--- src/rtl/alu_op_sequencer.sv ---
// Sweeps an external ALU through every (seq_op, seq_cst) pair and folds each result into a rotate-XOR signature.
// Build option: define ALU_SEQ_SKIP_NOP_EN to limit the sweep to seq_op 0..4 (20 steps instead of 32).
module alu_op_sequencer #(
   parameter int unsigned SETTLE_CYCLES = 1
) (
   input  logic       clk,
   input  logic       rst_n,
   input  logic       start,
   input  logic [7:0] operand,
   output logic [7:0] seq_operand,
   output logic [1:0] seq_cst,
   output logic [2:0] seq_op,
   input  logic [7:0] alu_result,
   input  logic       alu_status,
   output logic       busy,
   output logic       done,
   output logic [7:0] signature,
   output logic [5:0] status_count
);

   localparam logic [1:0] ST_IDLE    = 2'd0;
   localparam logic [1:0] ST_DRIVE   = 2'd1;
   localparam logic [1:0] ST_CAPTURE = 2'd2;
   localparam logic [1:0] ST_DONE    = 2'd3;

`ifdef ALU_SEQ_SKIP_NOP_EN
   localparam logic [2:0] LAST_OP = 3'd4;
`else
   localparam logic [2:0] LAST_OP = 3'd7;
`endif

   localparam logic [3:0] SETTLE_LAST = 4'(SETTLE_CYCLES - 1);

   logic [1:0] state_q,   state_d;
   logic [3:0] settle_q,  settle_d;
   logic [7:0] operand_q, operand_d;
   logic [1:0] cst_q,     cst_d;
   logic [2:0] op_q,      op_d;
   logic [7:0] sig_q,     sig_d;
   logic [5:0] cnt_q,     cnt_d;
   logic       last_step;

   assign last_step = (op_q == LAST_OP) && (cst_q == 2'd3);

   always_comb begin
      state_d   = state_q;
      settle_d  = settle_q;
      operand_d = operand_q;
      cst_d     = cst_q;
      op_d      = op_q;
      sig_d     = sig_q;
      cnt_d     = cnt_q;
      case (state_q)
         ST_IDLE: begin
            if (start) begin
               operand_d = operand;
               cst_d     = '0;
               op_d      = '0;
               sig_d     = '0;
               cnt_d     = '0;
               settle_d  = '0;
               state_d   = ST_DRIVE;
            end
         end
         ST_DRIVE: begin
            if (settle_q == SETTLE_LAST) begin
               settle_d = '0;
               state_d  = ST_CAPTURE;
            end else begin
               settle_d = settle_q + 4'd1;
            end
         end
         ST_CAPTURE: begin
            sig_d = {sig_q[6:0], sig_q[7]} ^ alu_result;
            cnt_d = cnt_q + {5'd0, alu_status};
            // seq_cst is the inner index; seq_op only advances when seq_cst wraps
            if (last_step) begin
               state_d = ST_DONE;
            end else begin
               state_d = ST_DRIVE;
               if (cst_q == 2'd3) begin
                  cst_d = '0;
                  op_d  = op_q + 3'd1;
               end else begin
                  cst_d = cst_q + 2'd1;
               end
            end
         end
         ST_DONE: state_d = ST_IDLE;
         default: state_d = ST_IDLE;
      endcase
   end

   always_ff @(posedge clk or negedge rst_n) begin
      if (!rst_n) begin
         state_q   <= ST_IDLE;
         settle_q  <= '0;
         operand_q <= '0;
         cst_q     <= '0;
         op_q      <= '0;
         sig_q     <= '0;
         cnt_q     <= '0;
      end else begin
         state_q   <= state_d;
         settle_q  <= settle_d;
         operand_q <= operand_d;
         cst_q     <= cst_d;
         op_q      <= op_d;
         sig_q     <= sig_d;
         cnt_q     <= cnt_d;
      end
   end

   assign seq_operand  = operand_q;
   assign seq_cst      = cst_q;
   assign seq_op       = op_q;
   assign signature    = sig_q;
   assign status_count = cnt_q;
   assign busy         = (state_q == ST_DRIVE) || (state_q == ST_CAPTURE);
   assign done         = (state_q == ST_DONE);

endmodule

--- config.mk ---
export PLATFORM = sky130hd
export DESIGN_NAME = alu_op_sequencer
export DESIGN_NICKNAME = d
export VERILOG_FILES = /design/src/rtl/alu_op_sequencer.sv
export SDC_FILE = /design/constraint.sdc
export NUM_CORES = 1
export LEC_CHECK = 0
export BUFFER_PORTS_ARGS = -buffer_cell sky130_fd_sc_hd__buf_2
export CAP_MARGIN = 20
export CORE_MARGIN = 2
export CORE_UTILIZATION = 53
export CTS_BUF_LIST = sky130_fd_sc_hd__clkbuf_8
export CTS_CLUSTER_DIAMETER = 120
export DETAILED_ROUTE_END_ITERATION = 7
export GPL_TIMING_DRIVEN = 1
export PLACE_DENSITY = 0.89
export RECOVER_POWER = 100
export SETUP_SLACK_MARGIN = 0.3
export SYNTH_ARGS = -nofsm -noshare
export SYNTH_HDL_FRONTEND = slang
export SYNTH_SLANG_ARGS = --single-unit
--- constraint.sdc ---
create_clock -name clk -period 2.05 [get_ports clk]
set_clock_uncertainty 0.15 [all_clocks]
set_input_delay 0.1025 -clock clk [delete_from_list [all_inputs] [get_ports clk]]
set_output_delay 0.1025 -clock clk [all_outputs]
set_load 0.05 [all_outputs]
==> results of run 1 <==
## registers in the layout, summed over array words and instances, names as in the netlist
name          cells
seq_operand       8
signature         8
status_count      6
seq_op            3
seq_cst           2
settle_q          4
state_q           2
## worst min path at each step
stage	depth (start not counted)	slack, ps	startpoint	end
2_1_floorplan	0	-340	rst_n	seq_cst[0]
3_3_place_gp	1	30	rst_n	settle_q[3]
3_5_place_dp	1	60	rst_n	settle_q[1]
4_1_cts	3	6	alu_result[6]	signature[6]
5_1_grt	3	6	alu_result[6]	signature[6]
6_report	3	9	alu_result[6]	signature[6]
## Yosys cell counts, drive strengths merged, types with 2 or more instances
master	instances
nor3	4
a21o	2
mux2i	3
nand3	6
nor2	5
xnor2	9
a21oi	3
a32o	4
a31oi	2
nand2b	4
ha	11
clkbuf	2
nand2	13
o31ai	2
a22o	10
mux2	8
o21ai	11
inv	4
dfrtp	33
buf	3
## where the power goes
part,internal (mW),switching (mW),total [mW]
sequential,0.886,0.203,1.09
combinational,0.658,1.48,2.14
clock,0.264,0.228,0.492
## stage by stage
step / hold slack (ps) / cell area (um2)
after floorplan: -343 / 1660
after global placement: 33.3 / 1940
after detailed placement: 59.3 / 1940
after CTS: 6.46 / 2210
after global routing: 5.55 / 2220
final: 9.01 / 2220
## routing by layer
layer	vias to the layer above	track usage	part of all wire
met4	0	0.175	0.051
met1	735	0.340	0.40
met5	-	0	0
met2	58	0.410	0.51
met3	29	0.0764	0.044
li1	679	-	-
## cells by family (layout without fill, tap and decap cells)
group	Yosys count	after routing	synth area share
buffers and inverters	9	86	0.0230
and+or+nand+nor	35	35	0.0996
adders and majority gates	11	11	0.0843
muxes	11	11	0.0759
xor gates and xnor gates	9	9	0.0483
AOI/OAI and AO/OA	37	37	0.163
DFF	33	33	0.506
## worst max-delay path, cell delays in order, from the launching register on
cell	delay [ps]
dfrtp_1	450
ha_2	210
ha_1	270
nand2b_4	200
nor2_1	60
a22o_1	190
a22o_1	180
## area by class of cell
cell class,instances,area (um2)
clock buffers,6,82.6
well taps,33,41.3
clock inverters,2,7.51
fillers,218,781
inverters,4,15.0
multi-input cells,103,817
repair buffers,74,428
flip-flops and latches,33,831
## repair_timing
item | in CTS | in global routing
hold endpoints to repair | 47 | 0
gates resized for setup | 6 | 10
setup endpoints to repair | 31 | 23
pin swaps | 0 | 3
buffers inserted | 2 | 6
hold buffers | 15 | 0
==> results.yml, run 1 <==
run_status:
  status: "finished, final reports clean"
floorplan:
  die_y_um: 59.5
  boundaryPins: 49
  start_util: 0.544
  die-area_um2: 3540
  core_um2: 3000
  rows: 20
  die_x_um: 59.5
timing:
  grt_setup_unrepaired: "true"
  finalHoldViolations: 0
  drv_slew: 0
  clock.fmax_mhz: 547
  period_minus_slack_ps: 1830
  relSlewSlack: 0.462
  setup_viol: 0
  setup_tns_ps: 0
  worstMarginPinSlew_ps: 807
  fin_crit_sh: 0.891
  setup_slack_ps: 223
worst_setup_path:
  r2r-end: "seq_op[1]"
  critPathLaunch: "seq_op[0]"
  ff2ff_path_depth: 6
  cp-end-kind: "flip-flop"
  critPathLaunchType: "flip-flop"
  crit_fanout: 6
  r2r_start: "seq_op[0]"
  worstPathArrival_ps: 1850
  crit_type: "flip-flop to flip-flop"
  crit_end: "seq_op[1]"
  crit_required_ps: 2070
  reg2reg_slack_ps: 220
grt:
  grtUsageTotal: 0.271
  grt_pass1_wl_um: 6970
  grt_max_degree: 34
  antenna_found_initial: 0
  grt_pass1_vias: 1477
  gr-total-overflow: 0
clock_network:
  insertion_delay_ps: 290
  clockRootBuffer: "clkbuf_8"
  tritoncts.num_buffers: 5
  h-tree-depth: 2
  cts_tree: "yes"
  cts_buffer_depth: 2
  clk_pin_slew_worst_paths_ps: 60
  cts_sinks: 33
logic_synthesis:
  ys_ff_latch: 33
  synth_flop_cell: "dfrtp_1"
  synth_edf_count: 0
  yosysTopAreaCell: "dfrtp_1"
  synth.area.top_cells: "dfrtp_1 51%, ha_1 8.4%, mux2_2 5.5%, a22o_1 5.4%, xnor2_1 4.8%"
  synth_top_cell_area_share: 0.506
  synth.avg_cell_area_um2: 11.3
  syn-num-nets: 176
  synthCells: 145
  ys_warn_count: 0
  ys_seq_area_frac: 0.506
  syn-cell-area_um2: 1630
  yosysUniqueCellTypes: 27
  async_flop_share: 1.00
cells_and_area:
  mostFrequentLayoutCell: "clkbuf_1"
  drive_gt1_frac: 0.252
  post-route-util: 0.740
  layout.nets: 252
  area_growth_pct: 36.1
  layout_common_cells: "31 x clkbuf_1, 29 x dfrtp_1, 18 x buf_2"
  antenna_cells: 0
  fin_cells: 255
detailed_routing:
  routed_via_density: 5.89
  drc: 0
  firstDrtPassIters: 4
  wl_per_cell_um: 17.7
  detail-route-antenna-nets: 0
  drt-initial-drc-count: 81
  wl_um: 4530
  num_vias: 1501
power_and_ir_drop:
  finalPower_mw: 3.72
  p_per_area_nw_per_um2: 1670
  peakVddDrop_mv: 1.12
  p_leak_nw: 1.01
placed_design:
  dpl.cell_count: 224
  port_buffers: 48
  hpwl_um: 2730
  dp_worst_setup_slack_ps: 105
  place_congestion: 0.766
worst_hold_path:
  hp-class: "primary input to flip-flop"
run:
  max_cap_viol_count: 0
(Power assumes the default switching activity.)
==> run 2, diff against run 1 <==
==> constraint.sdc (replaced) <==
create_clock -name clk -period 1.7 [get_ports clk]
set_clock_uncertainty 0.15 [all_clocks]
set_input_delay 0.085 -clock clk [delete_from_list [all_inputs] [get_ports clk]]
set_output_delay 0.085 -clock clk [all_outputs]
set_load 0.05 [all_outputs]
==> results.yml, run 2 (synthesized netlist as in run 1, its figures left out) <==
clock_network:
  clockRootBuffer: "clkbuf_8"
  h-tree-depth: 2
  cts_sinks: 33
  cts_tree: "yes"
  clk_pin_slew_worst_paths_ps: 70
  tritoncts.num_buffers: 5
  insertion_delay_ps: 300
  cts_buffer_depth: 2
run:
  max_cap_viol_count: 0
floorplan:
  start_util: 0.544
  die-area_um2: 3540
  core_um2: 3000
  die_y_um: 59.5
  boundaryPins: 49
  rows: 20
  die_x_um: 59.5
worst_hold_path:
  hp-class: "primary input to flip-flop"
detailed_routing:
  drc: 0
  detail-route-antenna-nets: 0
  wl_per_cell_um: 24.8
  routed_via_density: 6.56
  firstDrtPassIters: 6
  drt-initial-drc-count: 185
  num_vias: 1757
  wl_um: 6630
cells_and_area:
  antenna_cells: 0
  drive_gt1_frac: 0.549
  layout.nets: 265
  fin_cells: 268
  post-route-util: 0.898
  area_growth_pct: 65.1
  layout_common_cells: "37 x buf_2, 25 x dfrtp_1, 17 x dlygate4sd3_1"
  final_area_um2: 2700
  mostFrequentLayoutCell: "buf_2"
run_status:
  status: "complete, but fails checks"
  violations: "negative setup slack"
timing:
  setup_viol: 4
  period_minus_slack_ps: 1760
  fin_crit_sh: 1.03
  grt_setup_unrepaired: "true"
  drv_slew: 0
  relSlewSlack: 0.432
  clock.fmax_mhz: 570
  hold-worst-slack_ps: 67.3
  setup_slack_ps: -55.8
  finalHoldViolations: 0
  worstMarginPinSlew_ps: 852
  setup_tns_ps: -191
worst_setup_path:
  crit_fanout: 5
  worstPathArrival_ps: 1780
  cp-end-kind: "flip-flop"
  reg2reg_slack_ps: -60
  crit_type: "flip-flop to flip-flop"
  critPathLaunchType: "flip-flop"
  crit_required_ps: 1720
placed_design:
  place_congestion: 0.698
  dpl_cell_area_um2: 2070
  hpwl_um: 2780
  port_buffers: 48
  dpl.cell_count: 228
power_and_ir_drop:
  peakVddDrop_mv: 1.93
  p_per_area_nw_per_um2: 2110
  p_leak_nw: 1.26
grt:
  gr-total-overflow: 0
  grt_max_degree: 34
  antenna_found_initial: 0
  grt_pass1_vias: 1611
  grt_pass1_wl_um: 8460
  grtUsageTotal: 0.342
run 2: layout make-up:
type	count	area, um2
multi-input cells	105	1100
flip-flops and latches	33	836
repair buffers	85	613
fillers	111	308
clock buffers	6	82.6
well taps	33	41.3
inverters	4	15.0
clock inverters	2	7.51
run 2: worst paths after layout:
kind,start,endpoint,cells after the start
worst max-delay path,state_q[0],seq_op[2],7
worst min-delay path,alu_status,status_count[0],3
worst max register to register,state_q[0],seq_op[2],7
worst min register to register,seq_operand[1],seq_operand[1],1
max in group asynchronous,rst_n,seq_op[2],2
min in group asynchronous,rst_n,settle_q[3],2
run 2: critical path, stage by stage, from the launching register on:
cell	delay, ps
dfrtp_1	410
inv_2	120
ha_4	190
nor2b_4	180
buf_6	140
nor2_1	80
a22o_1	190
a22o_1	180
run 2: layer usage:
layer  share of wire  routed length, um  global-route usage
met5               0                  0                   0
met4           0.050                330               0.162
met3            0.11                718              0.0983
met2            0.48               3160               0.575
met1            0.37               2430               0.401
run 2: metrics by stage:
step | worst slack, ps | power, mW
5_1_grt | -91.6 | 5.86
4_1_cts | 84.7 | 4.94
2_1_floorplan | 30.2 | 3.31
3_5_place_dp | -24.1 | 3.83
6_report | -55.8 | 5.70
3_3_place_gp | 54.6 | 3.69
run 2: repair_timing:
action                                  CTS  global route
hold buffers                             17             0
buffers inserted                         11             2
endpoints found under the setup margin   35            35
gates resized for setup                  34            29
gates cloned                              1             1
pin swaps                                12            11
hold endpoints to repair                 49             0
run 2: report_power, final:
group | internal (mW) | switching (mW)
Clock | 0.319 | 0.318
Combinational | 1.40 | 2.28
Sequential | 1.07 | 0.308
